==> config.mk <==
export PLATFORM = sky130hd
export DESIGN_NAME = lo_phase_sync_ctrl
export DESIGN_NICKNAME = d
export VERILOG_FILES = /design/src/rtl/lo_phase_sync_ctrl.sv
export SDC_FILE = /design/constraint.sdc
export NUM_CORES = 1
export LEC_CHECK = 0
export CAP_MARGIN = 25
export CORE_MARGIN = 2
export CORE_UTILIZATION = 42
export CTS_BUF_LIST = sky130_fd_sc_hd__clkbuf_4 sky130_fd_sc_hd__clkbuf_8
export DETAILED_ROUTE_END_ITERATION = 10
export GPL_TIMING_DRIVEN = 0
export PLACE_DENSITY = 0.74
export SLEW_MARGIN = 20
export SYNTH_ARGS = -nofsm -noshare
export SYNTH_HDL_FRONTEND = slang
export SYNTH_SLANG_ARGS = --single-unit
==> constraint.sdc <==
create_clock -name REF -period 4.47 [get_ports REF]
set_clock_uncertainty 0.15 [all_clocks]
set_input_delay 0.894 -clock REF [delete_from_list [all_inputs] [get_ports REF]]
set_output_delay 0.894 -clock REF [all_outputs]
set_load 0.005 [all_outputs]
==> src/rtl/lo_phase_sync_ctrl.sv <==
// Quadrature LO phase-sync controller: programs the divider, measures the sampled
// LO quadrant and issues quarter-period slips until it matches the target, then tracks lock.
module lo_phase_sync_ctrl #(
  parameter int SETTLE   = 8,
  parameter int NCONS    = 4,
  parameter int MEAS_TO  = 16,
  parameter int MAX_TRY  = 7,
  parameter int SLIP_GAP = 2,
  parameter int LOSS_CNT = 3
) (
  input  logic       REF,
  input  logic       NRST,
  input  logic       START,
  input  logic       ABORT,
  input  logic [2:0] DIV_CFG,
  input  logic [1:0] TGT_STATE,
  input  logic       AUTO_RELOCK,
  input  logic [1:0] LO_STATE,
  output logic [2:0] LO_DIV,
  output logic       SLIP,
  output logic       BUSY,
  output logic       LOCK,
  output logic       FAIL,
  output logic [2:0] TRY_CNT,
  output logic [1:0] MEAS_STATE
);

  typedef enum logic [2:0] {
    S_IDLE, S_SETTLE, S_MEAS, S_SLIP, S_LOCKED, S_FAILED
  } state_t;

  localparam logic [7:0] SETTLE_END = 8'(SETTLE - 1);
  localparam logic [7:0] MEAS_END   = 8'(MEAS_TO - 1);
  localparam logic [7:0] GAP_END    = 8'(SLIP_GAP);
  localparam logic [3:0] NCONS_L    = 4'(NCONS);
  localparam logic [3:0] LOSS_END   = 4'(LOSS_CNT - 1);
  localparam logic [2:0] MAX_TRY_L  = 3'(MAX_TRY);

  state_t     state, state_nxt;
  logic [7:0] cnt, cnt_nxt;
  logic [3:0] run, run_nxt, run_inc;
  logic [3:0] loss, loss_nxt;
  logic [1:0] rem, rem_nxt;
  logic [2:0] lo_div_q, div_nxt;
  logic [2:0] try_q, try_nxt;
  logic [1:0] meas_q, meas_nxt;
  logic [1:0] tgt_q, prev;
  logic [1:0] slips;
  logic       capture;

  // Position in the LO advance sequence: 10 -> 0, 11 -> 1, 01 -> 2, 00 -> 3.
  function automatic logic [1:0] quad_idx(input logic [1:0] q);
    case (q)
      2'b10:   quad_idx = 2'd0;
      2'b11:   quad_idx = 2'd1;
      2'b01:   quad_idx = 2'd2;
      default: quad_idx = 2'd3;
    endcase
  endfunction

  always_ff @(posedge REF or negedge NRST) begin
    if (!NRST) begin
      state    <= S_IDLE;
      cnt      <= '0;
      run      <= '0;
      loss     <= '0;
      rem      <= '0;
      lo_div_q <= '0;
      try_q    <= '0;
      meas_q   <= '0;
    end else begin
      state    <= state_nxt;
      cnt      <= cnt_nxt;
      run      <= run_nxt;
      loss     <= loss_nxt;
      rem      <= rem_nxt;
      lo_div_q <= div_nxt;
      try_q    <= try_nxt;
      meas_q   <= meas_nxt;
    end
  end

  // Sample history and captured target are only consumed after they are written.
  always_ff @(posedge REF) begin
    prev <= LO_STATE;
    if (capture) tgt_q <= TGT_STATE;
  end

  always_comb begin
    state_nxt = state;
    cnt_nxt   = cnt;
    run_nxt   = run;
    loss_nxt  = loss;
    rem_nxt   = rem;
    div_nxt   = lo_div_q;
    try_nxt   = try_q;
    meas_nxt  = meas_q;
    capture   = 1'b0;
    run_inc   = (run == 4'd0 || LO_STATE != prev) ? 4'd1 : run + 4'd1;
    slips     = quad_idx(tgt_q) - quad_idx(LO_STATE);

    case (state)
      S_IDLE, S_FAILED: begin
        if (START) begin
          capture   = 1'b1;
          div_nxt   = DIV_CFG;
          try_nxt   = '0;
          cnt_nxt   = '0;
          state_nxt = S_SETTLE;
        end
      end
      S_SETTLE: begin
        if (cnt == SETTLE_END) begin
          cnt_nxt   = '0;
          run_nxt   = '0;
          state_nxt = S_MEAS;
        end else begin
          cnt_nxt = cnt + 8'd1;
        end
      end
      S_MEAS: begin
        run_nxt = run_inc;
        if (run_inc == NCONS_L) begin
          meas_nxt = LO_STATE;
          cnt_nxt  = '0;
          if (slips == 2'd0) begin
            loss_nxt  = '0;
            state_nxt = S_LOCKED;
          end else if (try_q == MAX_TRY_L) begin
            state_nxt = S_FAILED;
          end else begin
            try_nxt   = try_q + 3'd1;
            rem_nxt   = slips;
            state_nxt = S_SLIP;
          end
        end else if (cnt == MEAS_END) begin
          cnt_nxt = '0;
          run_nxt = '0;
          if (try_q == MAX_TRY_L) state_nxt = S_FAILED;
          else                    try_nxt   = try_q + 3'd1;
        end else begin
          cnt_nxt = cnt + 8'd1;
        end
      end
      S_SLIP: begin
        // cnt == 0 is the pulse cycle; the following SLIP_GAP cycles stay low.
        if (cnt == GAP_END) begin
          cnt_nxt = '0;
          if (rem == 2'd1) state_nxt = S_SETTLE;
          else             rem_nxt   = rem - 2'd1;
        end else begin
          cnt_nxt = cnt + 8'd1;
        end
      end
      S_LOCKED: begin
        if (LO_STATE != tgt_q) begin
          if (loss == LOSS_END) begin
            loss_nxt = '0;
            if (AUTO_RELOCK) begin
              try_nxt   = '0;
              cnt_nxt   = '0;
              run_nxt   = '0;
              state_nxt = S_MEAS;
            end else begin
              state_nxt = S_IDLE;
            end
          end else begin
            loss_nxt = loss + 4'd1;
          end
        end else begin
          loss_nxt = '0;
        end
      end
      default: state_nxt = S_IDLE;
    endcase

    if (ABORT && state != S_IDLE) begin
      state_nxt = S_IDLE;
      cnt_nxt   = '0;
      run_nxt   = '0;
      loss_nxt  = '0;
      rem_nxt   = '0;
      div_nxt   = lo_div_q;
      try_nxt   = try_q;
      meas_nxt  = meas_q;
      capture   = 1'b0;
    end
  end

  assign LO_DIV     = lo_div_q;
  assign TRY_CNT    = try_q;
  assign MEAS_STATE = meas_q;
  assign SLIP       = (state == S_SLIP) && (cnt == 8'd0);
  assign LOCK       = (state == S_LOCKED);
  assign FAIL       = (state == S_FAILED);
  assign BUSY       = (state == S_SETTLE) || (state == S_MEAS) || (state == S_SLIP);

endmodule

# [Word level (Yosys, flattened, before mapping)]
# Index checks and enable logic that the tools add are counted.
[op_classes] addsub=6 reduce_logical=24 bitwise_logic=1 muxes=60 n_eq_ne=40
[op_table] operator="8-bit two-way mux" count=9
[op_table] operator="3-bit two-way mux" count=20
[op_table] operator="4-bit two-way mux" count=13
[op_table] operator="8-bit one-hot mux with 5 select lines" count=1
[op_table] operator="3-bit inequality test (second input constant)" count=11
[op_table] operator="8-bit AND reduction" count=2
[op_table] operator="3-bit one-hot mux with 5 select lines" count=1
[op_table] operator="2-bit two-way mux" count=7
[op_table] operator="2-bit one-hot mux with 3 select lines" count=2
[op_table] operator="4-bit one-hot mux with 3 select lines" count=1
[op_table] operator="3-bit nonzero test" count=4
[op_table] operator="5-bit AND reduction" count=2
[op_table] operator="3-bit == test (second input constant)" count=3
[op_table] operator="3-bit one-hot mux with 3 select lines" count=1
[op_table] operator="3-bit AND reduction" count=3
[op_table] operator="4-bit by 1-bit adder with 4-bit output (second input constant)" count=2
[op_table] operator="8-bit by 1-bit adder with 8-bit output (second input constant)" count=1
[op_table] operator="2-bit == test (second input constant)" count=4
[op_table] operator="8-bit by 2-bit == test with 1-bit output (second input constant)" count=1
[op_table] operator="8-bit by 3-bit == test with 1-bit output (second input constant)" count=1
[op_table] operator="8-bit by 4-bit == test with 1-bit output (second input constant)" count=1
[op_table] operator="8-bit logical NOT" count=1
[op_table] operator="4-bit inequality test (second input constant)" count=2
[op_table] operator="4-bit one-hot mux with 2 select lines" count=1
[op_table] operator="other kinds (25)" count=37
[word_totals] reg_bits=33

# [Longest topological paths before layout]
# Gate-level depths: netlist of run 1.
[depth] word_depth=8 mapped_depth=9 ltp_nobuf=9

# [Worst setup path after synthesis of run 1]
# OpenSTA, ideal clock, no wires.
[synth_path] path_kind="input port to flip-flop" startpoint="input LO_STATE[0]" endpoint="register try_q[2] (netlist: TRY_CNT[2])" path_buffers=0 setup_slack_ps=1602 t_required_ps=4196 t_arrival_ps=2594 cell_stages=9 path_cell_list="inv_1 ha_1 inv_1 ha_1 xnor3_1 a21oi_1 mux2i_4 and3_1 a211o_1"
[synth_via] elab_chain_len=6 word_cells_on_any_way=17 cone_classes="add/sub (1); eq/ne (9); mux (4); reduce/logical (3)"
[synth_lines] element="start: declaration" line="18" source="input logic [1:0] LO_STATE,"
[synth_lines] element="2-bit by 1-bit == test with 1-bit output, or another cell as far along" line="53" source="case (q)"
[synth_lines] element="2-bit one-hot mux with 3 select lines or 1-bit logical OR (tied branches)" line="53, 99"
[synth_lines] element="2-bit subtractor or 4-bit two-way mux (tied branches)" line="100, 99"
[synth_lines] element="2-bit logical NOT or 4-bit by 3-bit == test with 1-bit output (tied branches)" line="126, 123"
[synth_lines] element="3-bit inequality test (no line) or 3-bit two-way mux (tied branches)"
[synth_lines] element="8-bit AND reduction (no line) or 3-bit one-hot mux with 3 select lines (tied branches)"
[synth_lines] element="end signal: assignment" line="78" source="try_q <= try_nxt;"
[synth_lines] element="end: declaration" line="45" source="logic [2:0] try_q, try_nxt;"
# Several ways; a longest one is shown, not always the timed one.
# A chain may end at the register's enable or synchronous reset.

# [Final worst setup path of run 1]
# Ends and elaborated chain as after synthesis.

==> results by group, run 1 <==
Clock tree
  – Root Driver: clkbuf_8
  – PostCTS Resize Cnt: 0
  – CTS H-tree depth: 2
  – CTS tree: yes
  – Clock transition at path regs: 0.08 ns
  – Post-CTS Setup Inserts: 0
  – Max clock buf depth: 2
  – Hold_buf cts: 0
  – Clock latency on the worst-skew pair: 0.30 ns
  – Clock Sinks: 33
  – Cts bufs inserted: 5

Global routing
  – Largest net degree at the start of global routing: 30
  – First-pass GRT wire length: slightly above 9000 um
  – Global route overflow: 0
  – Antenna violations before repair: 0
  – Global-route usage over all layers: 18.6%
  – Vias in the first global route: 1920

Setup path
  – Crit start category: input pin
  – Crit Path Max Fanout: 5
  – CP endpoint kind: flip-flop
  – Reg2reg start: run[0]
  – Critical Path Source: LO_STATE[0]
  – CP max-delay cell: clkdlybuf4s50_1
  – End point of the critical path: TRY_CNT[2]
  – WP data arrival: 3.41 ns
  – Data required, critical path: between 4 and 5 ns
  – Crit path largest cell delay: slightly below 0.6 ns
  – Worst Path Class, Setup: input pin to flip-flop
  – Reg2Reg Depth: 9
  – Setup slack, reg-to-reg: 1.91 ns
  – Worst reg2reg endpoint: TRY_CNT[2]
  – CP cell instances: clkdlybuf4s50_1 > inv_1 > ha_1 > inv_1 > ha_1 > xnor3_1 > a21oi_1 > mux2i_4 > and3_1 > a211o_1

Timing
  – Final Max Tran Viols: 0
  – Max-slew headroom: 42.5%
  – RSZ-0062 raised after global routing: no
  – Fmax: between 0.2 and 0.3 GHz
  – Final setup fails: 0
  – Final Hold Viols: 0
  – WHS: 0.337 ns
  – Min Tclk post-route: ~3.4 ns
  – Tcrit/Tclk final: between 70% and 80%
  – TNS Setup: 0 ns
  – Slew @ Worst Pin: 0.860 ns

Synthesis
  – Yosys top cell by area: dfrtp_1
  – Yosys warns: 0
  – Most frequent cell after synthesis: dfrtp_1
  – Post-synth EDFFs: 2
  – Seq/Total Area, Yosys: 34.8%
  – Ys async rst share: 87.9%
  – Commonest register cell after synthesis: dfrtp_1
  – Synth area leaders: dfrtp_1 31%, ha_1 7.9%, nand2_1 3.2%, o21ai_0 3.0%, a21oi_1 2.7%
  – Mapped cell area: 2370 um^2
  – Mapped Nets: 292
  – Synth Instances: about 270
  – Yosys top cell area share: 30.6%
  – Top cell types by occurrence after synthesis: 29 x dfrtp_1, 20 x nand2_1, 17 x nor2_1, 15 x ha_1, 15 x inv_1
  – Yosys reg bits: 33
  – Cell variety after synth: 61
  – Syn avg cell area: 8.95 um^2

Finish
  – Share of layout cells above drive strength 1: 10.1%
  – Final core utilization: 51.1%
  – Area Growth Syn to Fin: 17.9%
  – Ant diodes: 0
  – Post-route cell area: 2800 um^2
  – Nets: 322
  – Fill count: roughly 540

Power
  – Pwr/cell area: 479 nW/um^2
  – VDD IR max: 0.000281 V
  – P_leak: around 1.2 nW

Floorplanning
  – Die area: 6260 um^2
  – CORE AREA: 5470 um^2
  – Starting Density: 43.3%
  – Std-Cell Rows: 27
  – Io pins: 24
  – Die width: 79.1 um
  – Die height: 79.1 um

Route
  – DRT Pass-1 Iters: 4
  – Vias: 2126
  – DRC errors left: 0
  – Initial drt markers: between 100 and 150
  – Wire length per cell: 14.8 um
  – Via/cell ratio: between 5 and 6
  – Routed Antenna Nets: 0
  – Final WL: 5460 um

Place
  – Placed inst area: ~2700 um^2
  – RePlAce Congestion: 0.920
  – HPWL after DPL: 4140 um
  – Port bufs: 23

Outcome
  – Status: finished, final reports clean

Hold path
  – Worst hold-check path type: flip-flop to flip-flop

Job
  – MaxCap Viol Count: 0
-- cells in the final DEF, fill, tap and decap left out, drive strengths merged, types with 6 or more instances in the layout --
cell            n
inv            15
nand3          12
clkbuf         15
nor3b           8
o21ai          17
and3            8
nor3            6
ha             15
clkdlybuf4s50  22
nand2          20
a211o           7
xnor2           6
nor2           19
dfrtp          29
a21oi          13
-- stage by stage --
stage / power (W) / std cells / setup WS [ns]
floorplan: 0.000853 / 265 / 1.60
global placement: 0.00104 / 360 / 0.831
detailed placement: 0.00105 / 360 / 0.766
CTS: 0.00134 / 368 / 1.08
global route: 0.00144 / 368 / 0.938
finish: 0.00134 / 368 / 1.08
-- layout make-up --
| class | count | area, um^2 | share of cell area (%) |
|---|---|---|---|
| Timing Repair Buffer | 23 | 225 | 8.05 |
| Multi-Input combinational cell | 203 | 1430 | 51.2 |
| Buffer | 14 | 57.6 | 2.06 |
| Tap cell | 72 | 90.1 | 3.22 |
| Sequential cell | 33 | 826 | 29.5 |
| Clock buffer | 5 | 68.8 | 2.46 |
| Inverter | 15 | 56.3 | 2.01 |
| Clock inverter | 3 | 41.3 | 1.48 |
-- worst max-delay path, delay by kind of cell --
kind | cells | cell delay [ns]
AOI/OAI and AO/OA | 2 | 0.58
xor gates and xnor gates | 1 | 0.45
adders and majority gates | 2 | 0.44
buffers and inverters | 3 | 0.73
muxes | 1 | 0.13
and+or+nand+nor | 1 | 0.19
-- how the worst min path moves through the flow --
stage	start	end	slack (ns)	cells past startpoint
after CTS	MEAS_STATE[1]	MEAS_STATE[1]	0.34	2
after global placement	MEAS_STATE[1]	MEAS_STATE[1]	0.32	2
final	MEAS_STATE[1]	MEAS_STATE[1]	0.34	2
after floorplan	rem[1]	rem[1]	0.30	2
after detailed placement	MEAS_STATE[1]	MEAS_STATE[1]	0.32	2
after global routing	MEAS_STATE[1]	MEAS_STATE[1]	0.37	2
-- logic make-up (layout without fill, tap and decap cells) --
logic type	count (synthesis)	after routing	share of synthesized area, %
simple gates	103	103	24.5
compound gates	68	68	19.9
flops	33	33	34.8
buf+inv	29	60	4.80
fa+ha+maj	15	15	7.92
xor+xnor	9	9	3.91
mux	8	8	4.12
-- power by group --
group	leakage, nW	switching (W)	internal [W]
clock network	0.0518	0.000123	0.000164
logic	0.754	0.000380	0.000282
registers	0.427	0.0000383	0.000353
-- registers in the layout (all words and copies together), names as in the netlist --
signal,cells
state,3
cnt,8
TRY_CNT,3
prev,2
MEAS_STATE,2
tgt_q,2
loss,4
rem,2
run,4
LO_DIV,3
-- metal layers --
metal	GRT usage [%]	part of all wire, %	vias up
li1	-	-	1025
met1	24.7	46	1023
met2	30.1	48	64
met3	4.09	5.0	14
met4	6.21	1.9	0
met5	0	0	-
(Power assumes the default switching activity.)
==> inputs of run 2 (changes only) <==
clock period = 3.14 ns   (was 4.47 ns; I/O delays follow)
==> run 2 against run 1 <==
First-iteration DRC count fell by 7.1%. Critical path type unchanged. Design area rose by 0.18%. Register-to-register slack got worse by 1.3 ns. Non-clock buffer count did not move. Sequential power rose by 42%. Hold slack got worse by 0.12 ns. Final cell count did not move. Via count fell by 2.5%. Die area did not move. Largest cell class unchanged. Critical path depth did not move.
==> results by group, run 2 (same netlist as run 1, synthesis figures left out) <==
Setup path
  – Worst Path Class, Setup: input pin to flip-flop
  – Crit Path Max Fanout: 5
  – Reg2Reg Depth: 9
  – Data required, critical path: 3.17 ns
  – Crit start category: input pin
  – WP data arrival: roughly 3.0 ns
  – CP endpoint kind: flip-flop

Finish
  – Reg with most FFs: cnt
  – Biggest registers after layout: cnt (8), loss (4), run (4)
  – Share of layout cells above drive strength 1: 10.8%
  – Final core utilization: 51.2%
  – Area Growth Syn to Fin: 18.2%
  – Post-route cell area: 2800 um^2
  – Most frequent cells in the layout: 29 x dfrtp_1, 22 x clkdlybuf4s50_1, 20 x nand2_1
  – Largest register FFs: 8
  – Most common cell after layout, fill and taps aside: dfrtp_1
  – Nets: 322
  – Ant diodes: 0

Timing
  – Min Tclk post-route: 3.01 ns
  – Final Max Tran Viols: 0
  – Final setup fails: 0
  – Max-slew headroom: 45.4%
  – WHS: 0.212 ns
  – RSZ-0062 raised after global routing: no
  – Slew @ Worst Pin: between 0.8 and 0.9 ns
  – Fmax: 0.332 GHz
  – Tcrit/Tclk final: between 90% and 100%
  – TNS Setup: 0 ns
  – Final Hold Viols: 0

Place
  – HPWL after DPL: 4140 um
  – Port bufs: 23
  – Placed inst area: 2690 um^2
  – RePlAce Congestion: 0.920

Route
  – Final WL: roughly 5500 um
  – Initial drt markers: 130
  – Routed Antenna Nets: 0
  – Wire length per cell: between 10 and 15 um
  – DRT Pass-1 Iters: 4
  – DRC errors left: 0
  – Via/cell ratio: 5.63
  – Vias: 2073

Power
  – P_leak: between 1 and 1.5 nW
  – Pwr/cell area: 683 nW/um^2
  – VDD IR max: between 0.0003 and 0.0004 V

Floorplanning
  – CORE AREA: 5470 um^2
  – Die area: 6260 um^2
  – Die height: 79.1 um
  – Starting Density: between 40% and 50%
  – Die width: 79.1 um
  – Std-Cell Rows: 27
  – Io pins: 24

Clock tree
  – CTS H-tree depth: 2
  – Clock Sinks: 33
  – Clock latency on the worst-skew pair: 0.29 ns
  – Root Driver: clkbuf_8
  – CTS tree: yes
  – Max clock buf depth: 2
  – Clock transition at path regs: roughly 0.08 ns
  – Cts bufs inserted: 5

Job
  – MaxCap Viol Count: 0

Global routing
  – Global-route usage over all layers: 18.6%
  – Vias in the first global route: 1920
  – Global route overflow: 0
  – Largest net degree at the start of global routing: 30
  – Antenna violations before repair: 0
  – First-pass GRT wire length: 9170 um

Hold path
  – Worst hold-check path type: input pin to asynchronous set/reset pin

Outcome
  – Status: finished, final reports clean
run 2: cell counts in the layout (fill, tap and decap cells not counted):
Identical to the previous run, type by type.
run 2: metal layers:
metal / up-vias / GRT usage, % / part of all wire (%)
met2: 42 / 30.1 / 47
met1: 999 / 24.7 / 46
met5: - / 0 / 0
met4: 0 / 6.21 / 1.9
met3: 7 / 4.09 / 4.5
li1: 1025 / - / -
run 2: where the power goes:
group	leakage (nW)	switching, W	internal, W
Clock	0.0518	0.000175	0.000234
Sequential	0.427	0.0000535	0.000502
Combinational	0.754	0.000544	0.000405
Total	1.23	0.000772	0.00114
run 2: final cells by class:
cell class              instances  area (um^2)
well taps                      72         90.1
clock inverters                 3         41.3
multi-input cells             203         1440
flip-flops and latches         33          826
fillers                       536         2670
plain buffers                  14         57.6
repair buffers                 23          225
clock buffers                   5         68.8
inverters                      15         56.3
run 2: critical path, stage by stage:
cell	delay, ns
clkdlybuf4s50_1	0.58
inv_1	0.09
ha_1	0.30
inv_1	0.06
ha_1	0.14
xnor3_2	0.46
a21oi_2	0.22
mux2i_4	0.10
and3_1	0.19
a211o_1	0.26
run 2: through the flow:
step                      std cells  total power [W]  setup slack (ns)
after floorplan                 265          0.00121             0.538
after global placement          360          0.00148            -0.233
after detailed placement        360          0.00149            -0.298
after CTS                       368          0.00191            0.0134
after global routing            368          0.00206            0.0114
final                           368          0.00191             0.129
run 2: repair_timing:
action	in CTS	in global routing
endpoints found under the setup margin	0	3
hold buffers	0	0
setup buffers	0	0
resized for setup	0	2
run 2: final timing paths:
check	from	to	slack, ns
hold / removal	NRST	run[0]	0.21
max in group asynchronous	NRST	state[2]	2.19
hold reg to reg	MEAS_STATE[1]	MEAS_STATE[1]	0.34
min in group REF	MEAS_STATE[1]	MEAS_STATE[1]	0.34
setup / recovery	LO_STATE[0]	TRY_CNT[2]	0.13
setup reg to reg	run[0]	TRY_CNT[2]	0.60
